<file path="src/rtl/mem_access_stage_pkg.sv">
// rtl/mem_access_stage_pkg.sv - shared types and constants for the MEM pipeline stage
package mem_access_stage_pkg;

  typedef enum logic {
    IDLE = 1'b0,
    WAIT = 1'b1
  } state_t;

  localparam int TIMEOUT_DEFAULT = 16;

  typedef struct packed {
    logic        valid;
    logic        reg_wr;
    logic        mem_to_reg;
    logic [4:0]  rw;
    logic [31:0] load_data;
    logic [31:0] alu_out;
  } mem_wb_t;

  localparam int MEM_WB_W = $bits(mem_wb_t);

  function automatic logic word_aligned(input logic [31:0] addr);
    return addr[1:0] == 2'b00;
  endfunction

endpackage

</file>
<file path="src/rtl/mem_wb_reg.sv">
// rtl/mem_wb_reg.sv - MEM/WB pipeline register, falling-edge, load enable, sync reset
module mem_wb_reg
  import mem_access_stage_pkg::*;
(
  input  logic                clk,
  input  logic                rst,
  input  logic                en,
  input  logic [MEM_WB_W-1:0] d,
  output logic [MEM_WB_W-1:0] q
);

  always_ff @(negedge clk) begin
    if (rst)
      q <= '0;
    else if (en)
      q <= d;
  end

endmodule

</file>
<file path="src/rtl/mem_access_stage.sv">
// rtl/mem_access_stage.sv - MEM stage: data-memory handshake, stall, redirect, MEM/WB load
module mem_access_stage
  import mem_access_stage_pkg::*;
#(
  parameter int TIMEOUT_CYC = TIMEOUT_DEFAULT,
  parameter int CNT_W       = 5
) (
  input  logic        clk,
  input  logic        rst,
  input  logic        ex_valid,
  input  logic [29:0] Btarg,
  input  logic [29:0] Jtarg,
  input  logic        Zero,
  input  logic        Overflow,
  input  logic [31:0] Addr,
  input  logic [31:0] Di,
  input  logic [4:0]  Rw,
  input  logic        MemWr,
  input  logic        Branch,
  input  logic        Jump,
  input  logic        MemtoReg,
  input  logic        RegWr,
  output logic        dm_req,
  output logic        dm_we,
  output logic [31:0] dm_addr,
  output logic [31:0] dm_wdata,
  input  logic [31:0] dm_rdata,
  input  logic        dm_ack,
  output logic        stall,
  output logic        pc_redirect,
  output logic [29:0] pc_target,
  output logic        wb_valid,
  output logic        wb_RegWr,
  output logic        wb_MemtoReg,
  output logic [4:0]  wb_Rw,
  output logic [31:0] wb_Do,
  output logic [31:0] wb_ALUout,
  output logic        align_err,
  output logic        mem_err
);

  state_t             state;
  logic [CNT_W-1:0]   cnt;
  logic               mem_access;
  logic               mem_op;
  logic               misal;
  logic               timeout;
  mem_wb_t            wb_next;
  mem_wb_t            wb_q;

  assign mem_access = ex_valid & (MemWr | MemtoReg);
  assign mem_op     = mem_access & word_aligned(Addr);
  assign misal      = mem_access & ~word_aligned(Addr);
  assign timeout    = (state == WAIT) & ~dm_ack & (cnt == CNT_W'(TIMEOUT_CYC - 1));

  // A timed-out access retires like an acked one, so EX/MEM must advance too.
  assign stall       = (state == IDLE) ? mem_op : ~(dm_ack | timeout);
  assign pc_redirect = ex_valid & ~stall & (Jump | (Branch & Zero));
  assign pc_target   = Jump ? Jtarg : Btarg;

  always_comb begin
    wb_next            = '0;
    wb_next.valid      = ex_valid;
    wb_next.reg_wr     = ex_valid & RegWr & ~Overflow & ~misal & ~timeout;
    wb_next.mem_to_reg = MemtoReg;
    wb_next.rw         = Rw;
    wb_next.load_data  = ((state == WAIT) && dm_ack && MemtoReg) ? dm_rdata : 32'h0;
    wb_next.alu_out    = Addr;
  end

  mem_wb_reg u_mem_wb (
    .clk (clk),
    .rst (rst),
    .en  (~stall),
    .d   (wb_next),
    .q   (wb_q)
  );

  assign wb_valid    = wb_q.valid;
  assign wb_RegWr    = wb_q.reg_wr;
  assign wb_MemtoReg = wb_q.mem_to_reg;
  assign wb_Rw       = wb_q.rw;
  assign wb_Do       = wb_q.load_data;
  assign wb_ALUout   = wb_q.alu_out;

  always_ff @(negedge clk) begin
    if (rst) begin
      state     <= IDLE;
      cnt       <= '0;
      dm_req    <= 1'b0;
      dm_we     <= 1'b0;
      dm_addr   <= 32'h0;
      dm_wdata  <= 32'h0;
      align_err <= 1'b0;
      mem_err   <= 1'b0;
    end else begin
      align_err <= 1'b0;
      mem_err   <= 1'b0;
      if (state == IDLE) begin
        align_err <= misal;
        if (mem_op) begin
          state    <= WAIT;
          cnt      <= '0;
          dm_req   <= 1'b1;
          dm_we    <= MemWr;
          dm_addr  <= {Addr[31:2], 2'b00};
          dm_wdata <= Di;
        end
      end else begin
        if (dm_ack || timeout) begin
          state   <= IDLE;
          cnt     <= '0;
          dm_req  <= 1'b0;
          mem_err <= timeout;
        end else begin
          cnt <= cnt + 1'b1;
        end
      end
    end
  end

endmodule
</file>
<file path="config.mk">
export PLATFORM = sky130hd
export DESIGN_NAME = mem_access_stage
export DESIGN_NICKNAME = d
export VERILOG_FILES = /design/src/rtl/mem_access_stage_pkg.sv /design/src/rtl/mem_wb_reg.sv /design/src/rtl/mem_access_stage.sv
export SDC_FILE = /design/constraint.sdc
export NUM_CORES = 1
export LEC_CHECK = 0
export CORE_AREA = 8 8 141 143
export DETAILED_ROUTE_END_ITERATION = 10
export DIE_AREA = 0 0 149 151
export PLACE_DENSITY = 0.8
export SLEW_MARGIN = 20
export SYNTH_ARGS = -nofsm -noshare
export SYNTH_HDL_FRONTEND = slang
export SYNTH_SLANG_ARGS = --single-unit
</file>
<file path="constraint.sdc">
create_clock -name clk -period 2.3 [get_ports clk]
set_clock_uncertainty 0.1 [all_clocks]
set_input_delay 0.575 -clock clk [delete_from_list [all_inputs] [get_ports clk]]
set_output_delay 0.575 -clock clk [all_outputs]
set_load 0.01 [all_outputs]
</file>
## After elaboration in Yosys (flattened, before gate mapping)

Cells that the tools add are included.

- Output and inout bits: 172
- Bits in read-only memories: 0
- Memories kept: 0
- Input port bits: 172
- Bits in writable memories: 0
- Flip-flop bits (word level): 144
- Logic and storage cells: 57
- Latch bits: 0

- Magnitude comparators: 0
- $mul: 0
- Equality and inequality tests: 2
- Bitwise logic cells: 24
- Div/mod/pow operators: 0
- $add $sub $neg: 1
- Reduce and logical (&&, ||, !) cells: 9
- Shift-type cells: 0
- Muxes and demuxes: 12

Operator list:

| operator | count |
|---|---|
| $mux 32 | 1 |
| $mux 30 | 1 |
| $mux 5 | 3 |
| $and 1x1->1 | 12 |
| $not 1->1 | 9 |
| $mux 1 | 7 |
| $add 5x1->5 const B | 1 |
| $eq 5x4->1 const B | 1 |
| $reduce_and 2->1 | 2 |
| $or 1x1->1 | 3 |
| $reduce_or 3->1 | 1 |
| $logic_and 1x1->1 | 2 |
| $logic_not 2->1 | 1 |
| $ne 2x1->1 const B | 1 |
| $reduce_bool 2->1 | 1 |
| $reduce_or 2->1 | 1 |
| $logic_or 1x1->1 | 1 |

## Longest topological paths before layout

Gate-level depths: netlist of run 1.

- Depth in word-level cells: 9
- Depth in mapped cells: 8

## Modules after synthesis

Synthesis of run 1 repeated with hierarchy kept, for this count alone.

- Cell total of the unflattened synthesis: 631
- Area total of the unflattened synthesis: 6396.1 um^2

Modules (own cells, without submodules):

| module | times used | area an instance (um^2) | cells each | seq. area each (um^2) |
|---|---|---|---|---|
| mem_access_stage | 1 | 3812.4 | 398 | 1441.4 |
| mem_wb_reg | 1 | 2583.7 | 233 | 1441.4 |

==> results of run 1 <==
[cell usage after synthesis (all sizes together)]
cell,instances
a211oi,1
a21oi,67
a31oi,2
a32o,32
a32oi,1
and3,1
buf,31
clkbuf,47
conb,1
dfxtp,144
ha,2
inv,6
mux2,30
mux2i,37
nand2,78
nand2b,1
nand3,4
nand4,63
nor2,4
nor3b,2
nor4,1
nor4b,1
nor4bb,1
o211ai,2
o21a,2
o21ai,7
o31ai,64
o32ai,1
or2,1
or3,3
or3b,1
[per-layer routing]
metal  track usage, %  vias up
li1                 -     3670
met1             34.3     4338
met2             51.9      800
met3             12.2      235
met4             19.3        2
met5                0        -
[metrics by stage]
step           area, um^2  cells  power (mW)  hold slack [ns]  setup slack (ns)
3_5_place_dp        10100   1191        4.21            0.355             -1.41
3_3_place_gp        10100   1191        4.19            0.349             -1.36
2_1_floorplan        6250    639        3.49            0.376             -1.00
6_report            14000   1503        8.83            0.363             -1.65
5_1_grt             14000   1503        9.17            0.385             -1.67
4_1_cts             13200   1447        8.19            0.365             -1.44
[report_power, final]
group	switching [mW]	leakage [nW]	internal [mW]
Clock	2.34	1.07	2.07
Sequential	0.0725	1.24	2.60
Combinational	0.756	4.06	0.985
[logic make-up (layout without fill, tap and decap cells)]
kind of cell             Yosys count  count (layout)  share of synthesized area, %
AO/OA/AOI/OAI                    179             179                          20.8
AND/OR/NAND/NOR                  161             162                          13.5
flip-flops                       144             144                          47.7
buffers and inverters             84             718                          5.86
multiplexers                      67              67                          11.7
adder cells (fa/ha/maj)            2               2                         0.414
other                              1               2                        0.0621
[critical path, stage by stage, from the launching register on]
cell and delay (ns):
dfxtp_2 0.36, ha_4 0.15, and3_4 0.20, ha_4 0.15, nor3b_4 0.06, a31oi_4 0.24, inv_4 0.09, nor3b_4 0.21
buf_2 0.18
[registers in the layout, indices dropped and copies added (netlist names)]
name and flops:
dm_req 1, dm_addr 30, dm_wdata 32, align_err 1, cnt 5, state 1, mem_err 1, u_mem_wb.q 72
dm_we 1
[area by class of cell]
cell class              instances  area (um^2)  area share (%)
clock inverters               158          721            5.15
flip-flops and latches        144         3080            22.0
inverters                       5         22.5           0.161
clock buffers                  17          425            3.04
repair buffers                538         6110            43.7
well taps                     229          287            2.05
multi-input cells             412         3350            23.9
[what timing repair did]
action	CTS	global route
cloned	25	5
endpoints found under the setup margin	314	312
pin swaps	43	62
resized for setup	1072	86
buffers inserted	60	69
[how the worst max path moves through the flow]
| stage | startpoint | to | slack [ns] | cells after the start |
|---|---|---|---|---|
| 2_1_floorplan | cnt[1] | pc_redirect | -1.00 | 8 |
| 3_3_place_gp | cnt[1] | pc_redirect | -1.36 | 8 |
| 3_5_place_dp | cnt[1] | pc_redirect | -1.41 | 8 |
| 4_1_cts | cnt[1] | pc_redirect | -1.44 | 8 |
| 5_1_grt | cnt[1] | pc_redirect | -1.67 | 8 |
| 6_report | cnt[0] | pc_redirect | -1.65 | 8 |
==> flow_summary.toml, run 1 <==
[status]
status = "finished, violations left"
violations = "setup timing"

[timing]
totalNegativeSetupSlack_ns = -135.93
worst_pin_slew_ns = 1.22
slew_headroom_pct = 18.5
setup_viol_count_final = 311
finalMaxSlewViolations = 0
finalWorstSetupSlack_ns = -1.65
grt_setup_unrepaired = "true"
final_hold_violation_count = 0

[setup_path]
critical_path_arrival_ns = 3.27
timing.critical_path.required_ns = 1.62
reg2reg_slack_ns = -0.15
critical_path.endpoint_type = "output port"
critPathKind = "register to output port"
timing.rr.start = "cnt[4]"
start_kind = "register"
reg2regPathDepth = 7
cp_max_fo = 3
r2r_end = "cnt[3]"

[final_layout]
flow.area_growth_from_synthesis_pct = 132
final_cell_mix = "163 x clkdlybuf4s50_1, 163 x buf_6, 147 x inv_1"
insertedDiodeCount = 0
fillCellCount = 904
layout-drive-gt1-share_pct = 49.4
layout.core_utilization_pct = 79.2
final_net_count = 1436

[synth]
synthDominantAreaCellType = "dfxtp_1"
post_synth_instance_area_mm2 = 0.00604
cell_variety_after_synth = 38
ys.warnings.count = 0
postSynthAreaPerCell_um2 = 9.47
synth_top_area_share_pct = 47.7
ys_top_cells_by_area = "dfxtp_1 48%, o31ai_1 8.0%, nand4_1 6.5%"
post_synth_inst_count = 638
yosysSeqAreaShare_pct = 47.7
synthesis_stage_register_bit_count = 144

[floorplanning]
floorplan.die.width_um = 149
fp.dieArea_mm2 = 0.0225
placementRows = 49
floorplan.initialDensity_pct = 34.2
die_height_um = 151
floorplan.core_area_mm2 = 0.0177
boundaryPins = 344

[power_and_ir_drop]
static-leakage-power_nw = 6.37
power_density_mw_per_mm2 = 631
highest_ir_drop_seen_on_vdd_uv = 726

[place]
hpwl_um = 18500
port_buffers = 341
gp_routability_congestion = 0.812

[flow_run]
drv.max_cap_violation_count = 0

[cts]
clockRootBuffer = "clkbuf_16"
numCtsBuffers = 17
clock_sinks = 144
clock_tree.htree_level_count = 4
clk_transition_reported_paths_ns = 0.05
clock_insertion_delay_worst_skew_ns = 0.54
ctsLongestPathBuffers = 2
tritoncts = "built"
cts-hold-fix-buffers = 0

[global_routing]
grt_overflow = 0
first_global_vias = 9160
grt_use_total_pct = 31.7
pin_count_of_the_biggest_net_entering_global_routing = 70
wire_length_of_the_first_global_routing_pass_um = 54400
grt_antenna_before_repair = 0

[detailed_routing]
routed_wl_um = 42800
topRoutingLayerUsed = "met5"
wirelength_met1_um = 15200
drtIter0Drc = 1113
count_of_tritonroute_iterations_in_the_first_routing_pass = 5
route.antenna.remaining_nets = 0
drc = 0
routedWlPerCell_um = 28.5
wl_met3_um = 4780
dr_vias_cell = 6.02
met2_wirelength_um = 20200
vias = 9045

[hold_path]
min_delay_path_depth = 2
end_point_of_the_most_critical_hold_path = "dm_wdata[21]"
hp-class = "register to register"
worstHoldStart = "dm_wdata[21]"
Power figures use the tool's default switching activity.
==> inputs of run 2 (changes only) <==
--- a/config.mk
+++ b/config.mk
@@ -8,7 +8,7 @@
 export CORE_AREA = 8 8 141 143
 export DETAILED_ROUTE_END_ITERATION = 10
 export DIE_AREA = 0 0 149 151
-export PLACE_DENSITY = 0.8
+export PLACE_DENSITY = 0.77
 export SLEW_MARGIN = 20
 export SYNTH_ARGS = -nofsm -noshare
 export SYNTH_HDL_FRONTEND = slang
==> constraint.sdc (replaced) <==
create_clock -name clk -period 4.7 [get_ports clk]
set_clock_uncertainty 0.1 [all_clocks]
set_input_delay 1.175 -clock clk [delete_from_list [all_inputs] [get_ports clk]]
set_output_delay 1.175 -clock clk [all_outputs]
set_load 0.01 [all_outputs]
==> run 2 against run 1 <==
Against the previous run:
- sequential share of layout area up 4.7 points
- design area down 23%
- via count down 22%
- largest cell class unchanged
- die area unchanged
- count of clock-buffer cells in the layout unchanged
- critical endpoint unchanged
- sequential cell count unchanged
- the run still ends with setup timing left
- sequential power down 51%
- critical path depth unchanged
- highest routed layer is now met4
- largest power group unchanged
- critical path type unchanged
- cell count down 10%
- wire length down 37%
==> flow_summary.toml, run 2 (synthesis results as in run 1) <==
[floorplanning]
floorplan.core_area_mm2 = 0.0177
boundaryPins = 344
fp.dieArea_mm2 = 0.0225
floorplan.initialDensity_pct = 34.2
die_height_um = 151
placementRows = 49
floorplan.die.width_um = 149

[cts]
tritoncts = "built"
clock_tree.htree_level_count = 4
clock_sinks = 144
numCtsBuffers = 17
clockRootBuffer = "clkbuf_16"
ctsLongestPathBuffers = 2
clk_transition_reported_paths_ns = 0.03
clock_insertion_delay_worst_skew_ns = 0.45

[detailed_routing]
vias = 7067
drtIter0Drc = 420
routedWlPerCell_um = 20.1
dr_vias_cell = 5.24
routed_wl_um = 27100
drc = 0
route.antenna.remaining_nets = 0
count_of_tritonroute_iterations_in_the_first_routing_pass = 5

[setup_path]
critPathKind = "register to output port"
timing.critical_path.required_ns = 3.42
cp_max_fo = 3
start_kind = "register"
crit_path_cell_trace = "ha_4 > and3_4 > ha_4 > nor3b_4 > a31oi_4 > inv_2 > nor3b_4 > buf_2"
cp_slowest_cell = "dfxtp_2"
reg2regPathDepth = 7
worst_setup_path_start = "cnt[0]"
critical_path.endpoint_type = "output port"
timing.rr.start = "cnt[1]"
critical_path_arrival_ns = 4.17
reg2reg_slack_ns = 2.62
worst_path_largest_cell_delay_ns = 0.34

[global_routing]
pin_count_of_the_biggest_net_entering_global_routing = 70
grt_use_total_pct = 23.0
wire_length_of_the_first_global_routing_pass_um = 40900
grt_antenna_before_repair = 0
grt_overflow = 0
first_global_vias = 7534

[power_and_ir_drop]
highest_ir_drop_seen_on_vdd_uv = 255
power_density_mw_per_mm2 = 341
static-leakage-power_nw = 4.93

[final_layout]
fillCellCount = 1488
final_instance_count_excl_fillers = 1348
final_cell_area_mm2 = 0.0108
final_net_count = 1280
final_common_cell = "clkdlybuf4s50_1"
register_area_mm2 = 0.00289
reg.largest.list = "u_mem_wb.q x72, dm_wdata x32, dm_addr x30"
multi_input_area_mm2 = 0.00293
insertedDiodeCount = 0
layout-drive-gt1-share_pct = 19.7
final_cell_mix = "194 x clkdlybuf4s50_1, 146 x inv_1, 139 x dfxtp_1"
flow.area_growth_from_synthesis_pct = 79.4
flip_flop_count_of_the_largest_register_after_layout = 72
max_flop_register = "u_mem_wb.q"

[place]
port_buffers = 341
gp_routability_congestion = 0.771
dp_slack_ns = -0.764
hpwl_um = 17900
placed_cell_count = 1169
placedInstanceArea_mm2 = 0.00988

[timing]
final_hold_violation_count = 0
slew_headroom_pct = 44.6
setup_viol_count_final = 18
finalMaxSlewViolations = 0
totalNegativeSetupSlack_ns = -1.62
worst_pin_slew_ns = 0.831
finalWorstSetupSlack_ns = -0.745
holdWs_ns = 0.363
grt_setup_unrepaired = "true"

[status]
violations = "setup timing"
status = "finished, violations left"

[hold_path]
min_delay_path_depth = 2
worstHoldStart = "u_mem_wb.q[13]"
hp-class = "register to register"

[flow_run]
drv.max_cap_violation_count = 0
run 2: cell count changes in the layout (fill, tap and decap cells not counted), sizes merged, moves of 2 or more:
| cell | previous run | this run |
|---|---|---|
| bufinv | 3 | 1 |
| clkdlybuf4s50 | 163 | 194 |
| clkdlybuf4s15 | 27 | 59 |
| dlygate4sd2 | 3 | 8 |
| bufbuf | 5 | 3 |
| buf | 336 | 49 |
| inv | 155 | 159 |
| dlymetal6s2s | 0 | 2 |
| clkbuf | 21 | 85 |
run 2: what timing repair did:
action                     CTS  global route
setup endpoints to repair  277           241
buffers inserted             2             0
gates resized for setup    248           154
cloned                       4             0
pin swaps                    6             1
hold endpoints to repair     0             0
hold buffers                 0             0
run 2: final cells by class:
cell class / count / share of cell area [%]
clock inverter: 159 / 6.37
timing repair buffer: 383 / 33.2
inverter: 5 / 0.185
sequential: 144 / 26.7
clock buffer: 17 / 3.92
multi-input combinational: 411 / 27.0
tap: 229 / 2.64
run 2: layer usage:
layer	vias to the layer above	GRT usage, %	wire, um
li1	3341	-	-
met3	29	10.5	2440
met4	0	10.4	488
met2	343	38.3	13800
met1	3354	24.6	10300
met5	-	0	0
run 2: stage by stage:
step	utilization, %	total power [mW]
after floorplan	-	1.70
after global placement	56.0	2.04
after detailed placement	56.0	2.05
after CTS	62.8	3.77
after global routing	61.4	3.94
final	61.4	3.70
run 2: where the power goes:
part           leakage (nW)  total, mW  internal, mW  switching [mW]
clock                  1.06       1.86         0.915           0.941
sequential             1.18       1.30          1.27          0.0223
combinational          2.70      0.546         0.295           0.250
total                  4.93       3.70          2.48            1.21
run 2: worst max-delay path: cells and delay by family (launching register included):
kind / cells / cell delay [ns]
AND/OR/NAND/NOR: 3 / 0.38
AO/OA/AOI/OAI: 1 / 0.15
buffers and inverters: 2 / 0.22
adder cells (fa/ha/maj): 2 / 0.29
flip-flops: 1 / 0.34
run 2: final timing paths:
| check | endpoint |
|---|---|
| setup / recovery | pc_redirect |
| hold / removal | u_mem_wb.q[13] |
| setup reg to reg | cnt[3] |
| hold reg to reg | u_mem_wb.q[13] |
==> inputs of run 3 (changes only) <==
--- a/config.mk
+++ b/config.mk
@@ -9,6 +9,7 @@
 export DETAILED_ROUTE_END_ITERATION = 10
 export DIE_AREA = 0 0 149 151
 export PLACE_DENSITY = 0.77
+export SETUP_SLACK_MARGIN = 0.3
 export SLEW_MARGIN = 20
 export SYNTH_ARGS = -nofsm -noshare
 export SYNTH_HDL_FRONTEND = slang
==> run 3 against run 2 <==
Against the previous run:
- sequential cell count is the same
- global-route usage grew 1.9 points
- count of clock-buffer cells in the layout is the same
- worst setup slack lost 0.11 ns
- sequential power is essentially flat
- non-clock buffer count grew 66
- clock power grew 3%
- sequential share of layout area shrank 1.9 points
- via count grew 9.7%
- register-to-register slack lost 1.1 ns
- combinational power grew 22%
- the run still ends with setup timing left
- power grew 5.2%
==> flow_summary.toml, run 3 (synthesis results as in run 1) <==
[timing]
final_hold_violation_count = 0
grt_setup_unrepaired = "true"
setup_viol_count_final = 41
totalNegativeSetupSlack_ns = -32.80
finalMaxSlewViolations = 0
holdWs_ns = 0.363
finalWorstSetupSlack_ns = -0.850
slew_headroom_pct = 46.1
worst_pin_slew_ns = 0.809

[detailed_routing]
count_of_tritonroute_iterations_in_the_first_routing_pass = 5
vias = 7752
routedWlPerCell_um = 22.3
drc = 0
dr_vias_cell = 5.47
routed_wl_um = 31600
drtIter0Drc = 595
route.antenna.remaining_nets = 0

[status]
violations = "setup timing"
status = "finished, violations left"

[final_layout]
max_flop_register = "u_mem_wb.q"
flow.area_growth_from_synthesis_pct = 105
final_cell_mix = "194 x clkdlybuf4s50_1, 156 x buf_6, 147 x inv_1"
reg.largest.list = "u_mem_wb.q x72, dm_wdata x32, dm_addr x30"
flip_flop_count_of_the_largest_register_after_layout = 72
fillCellCount = 1242
final_net_count = 1346
final_common_cell = "clkdlybuf4s50_1"
layout-drive-gt1-share_pct = 41.2

[power_and_ir_drop]
sequential_fraction_of_design_power_pct = 33.7
final_total_pwr_mw = 3.89
static-leakage-power_nw = 5.62
highest_ir_drop_seen_on_vdd_uv = 247
power_switching_mw = 1.31
power_report.internal_total_mw = 2.58
combinationalPowerShare_pct = 17.1
power_density_mw_per_mm2 = 315
switching_share_pct = 33.6
clock_network_power_share_pct = 49.2

[cts]
clock_sinks = 144
clock_tree.htree_level_count = 4
clk_transition_reported_paths_ns = 0.05
clock_insertion_delay_worst_skew_ns = 0.45
cts-hold-fix-buffers = 0
clockRootBuffer = "clkbuf_16"
numCtsBuffers = 17
tritoncts = "built"
ctsLongestPathBuffers = 2

[floorplanning]
placementRows = 49
boundaryPins = 344
die_height_um = 151
fp.dieArea_mm2 = 0.0225
floorplan.core_area_mm2 = 0.0177
floorplan.initialDensity_pct = 34.2
floorplan.die.width_um = 149

[global_routing]
wire_length_of_the_first_global_routing_pass_um = 43400
first_global_vias = 7710
grt_overflow = 0
grt_use_total_pct = 24.9
pin_count_of_the_biggest_net_entering_global_routing = 70
grt_antenna_before_repair = 3

[place]
gp_routability_congestion = 0.853
dp_slack_ns = -0.824
hpwl_um = 17600
port_buffers = 341

[setup_path]
timing.critical_path.required_ns = 2.60
critical_path_arrival_ns = 3.45
start_kind = "input pin"
critical_path.endpoint_type = "register"
critPathKind = "input pin to register"
cp_max_fo = 5

[hold_path]
hp-class = "register to register"

[flow_run]
drv.max_cap_violation_count = 0
==> run 3: cell count changes in the layout (fill, tap and decap cells not counted), sizes merged, moves of 2 or more <==
cell,delta
clkdlybuf4s15,-59
buf,+202
diode,+4
clkinv,-3
bufbuf,-2
inv,+2
dlymetal6s2s,-2
dlygate4sd2,-8
clkbuf,-65
==> run 3: critical path, stage by stage <==
cell     delay [ns]
buf_6          0.10
nor3b_4        0.25
a31oi_4        0.05
buf_4          0.14
buf_6          0.11
buf_6          0.11
buf_6          0.11
buf_6          0.10
buf_6          0.10
buf_6          0.10
buf_6          0.10
buf_6          0.10
buf_6          0.10
buf_6          0.10
buf_6          0.10
buf_8          0.12
buf_12         0.15
buf_16         0.15
mux2i_2        0.15
==> run 3: worst paths after layout <==
check	start	to	slack [ns]	cells after the start
worst min-delay path	dm_addr[30]	dm_addr[30]	0.36	2
worst min register to register	dm_addr[30]	dm_addr[30]	0.36	2
worst max register to register	cnt[0]	u_mem_wb.q[3]	1.51	21
worst max-delay path	dm_ack	u_mem_wb.q[3]	-0.85	19
==> run 3: power groups by stage <==
| stage | Sequential [mW] | Combinational [mW] | Clock [mW] |
|---|---|---|---|
| floorplan | 1.33 | 0.189 | 0.186 |
| global placement | 1.31 | 0.538 | 0.186 |
| detailed placement | 1.31 | 0.545 | 0.186 |
| CTS | 1.31 | 0.619 | 1.91 |
| global route | 1.31 | 0.697 | 2.11 |
| finish | 1.31 | 0.666 | 1.91 |
==> run 3: stage by stage <==
stage,cell area [um^2],utilization [%],instances
6_report,12400,70.0,1418
5_1_grt,12400,70.0,1417
4_1_cts,12000,67.8,1385
3_5_place_dp,9870,55.9,1166
3_3_place_gp,9870,55.9,1166
2_1_floorplan,6200,-,639
==> run 3: per-layer routing <==
| layer | routed length [um] | GRT usage [%] |
|---|---|---|
| met1 | 11900 | 27.2 |
| met2 | 15700 | 40.8 |
| met3 | 2960 | 10.4 |
| met4 | 1080 | 13.1 |
| met5 | 0 | 0 |
==> run 3: final cells by class <==
cell class | instances | area, um^2 | area share, %
clock buffer | 17 | 425 | 3.44
sequential | 144 | 3060 | 24.8
timing repair buffer | 449 | 4900 | 39.7
clock inverter | 159 | 692 | 5.60
tap | 229 | 287 | 2.32
inverter | 5 | 18.8 | 0.152
antenna | 4 | 10.0 | 0.0810
multi-input combinational | 411 | 2960 | 24.0
==> run 3: what timing repair did <==
| action | 4_1_cts | 5_1_grt |
|---|---|---|
| setup buffers | 35 | 24 |
| setup endpoints to repair | 283 | 280 |
| gates cloned | 9 | 5 |
| resized for setup | 919 | 24 |
| pin swaps | 10 | 11 |
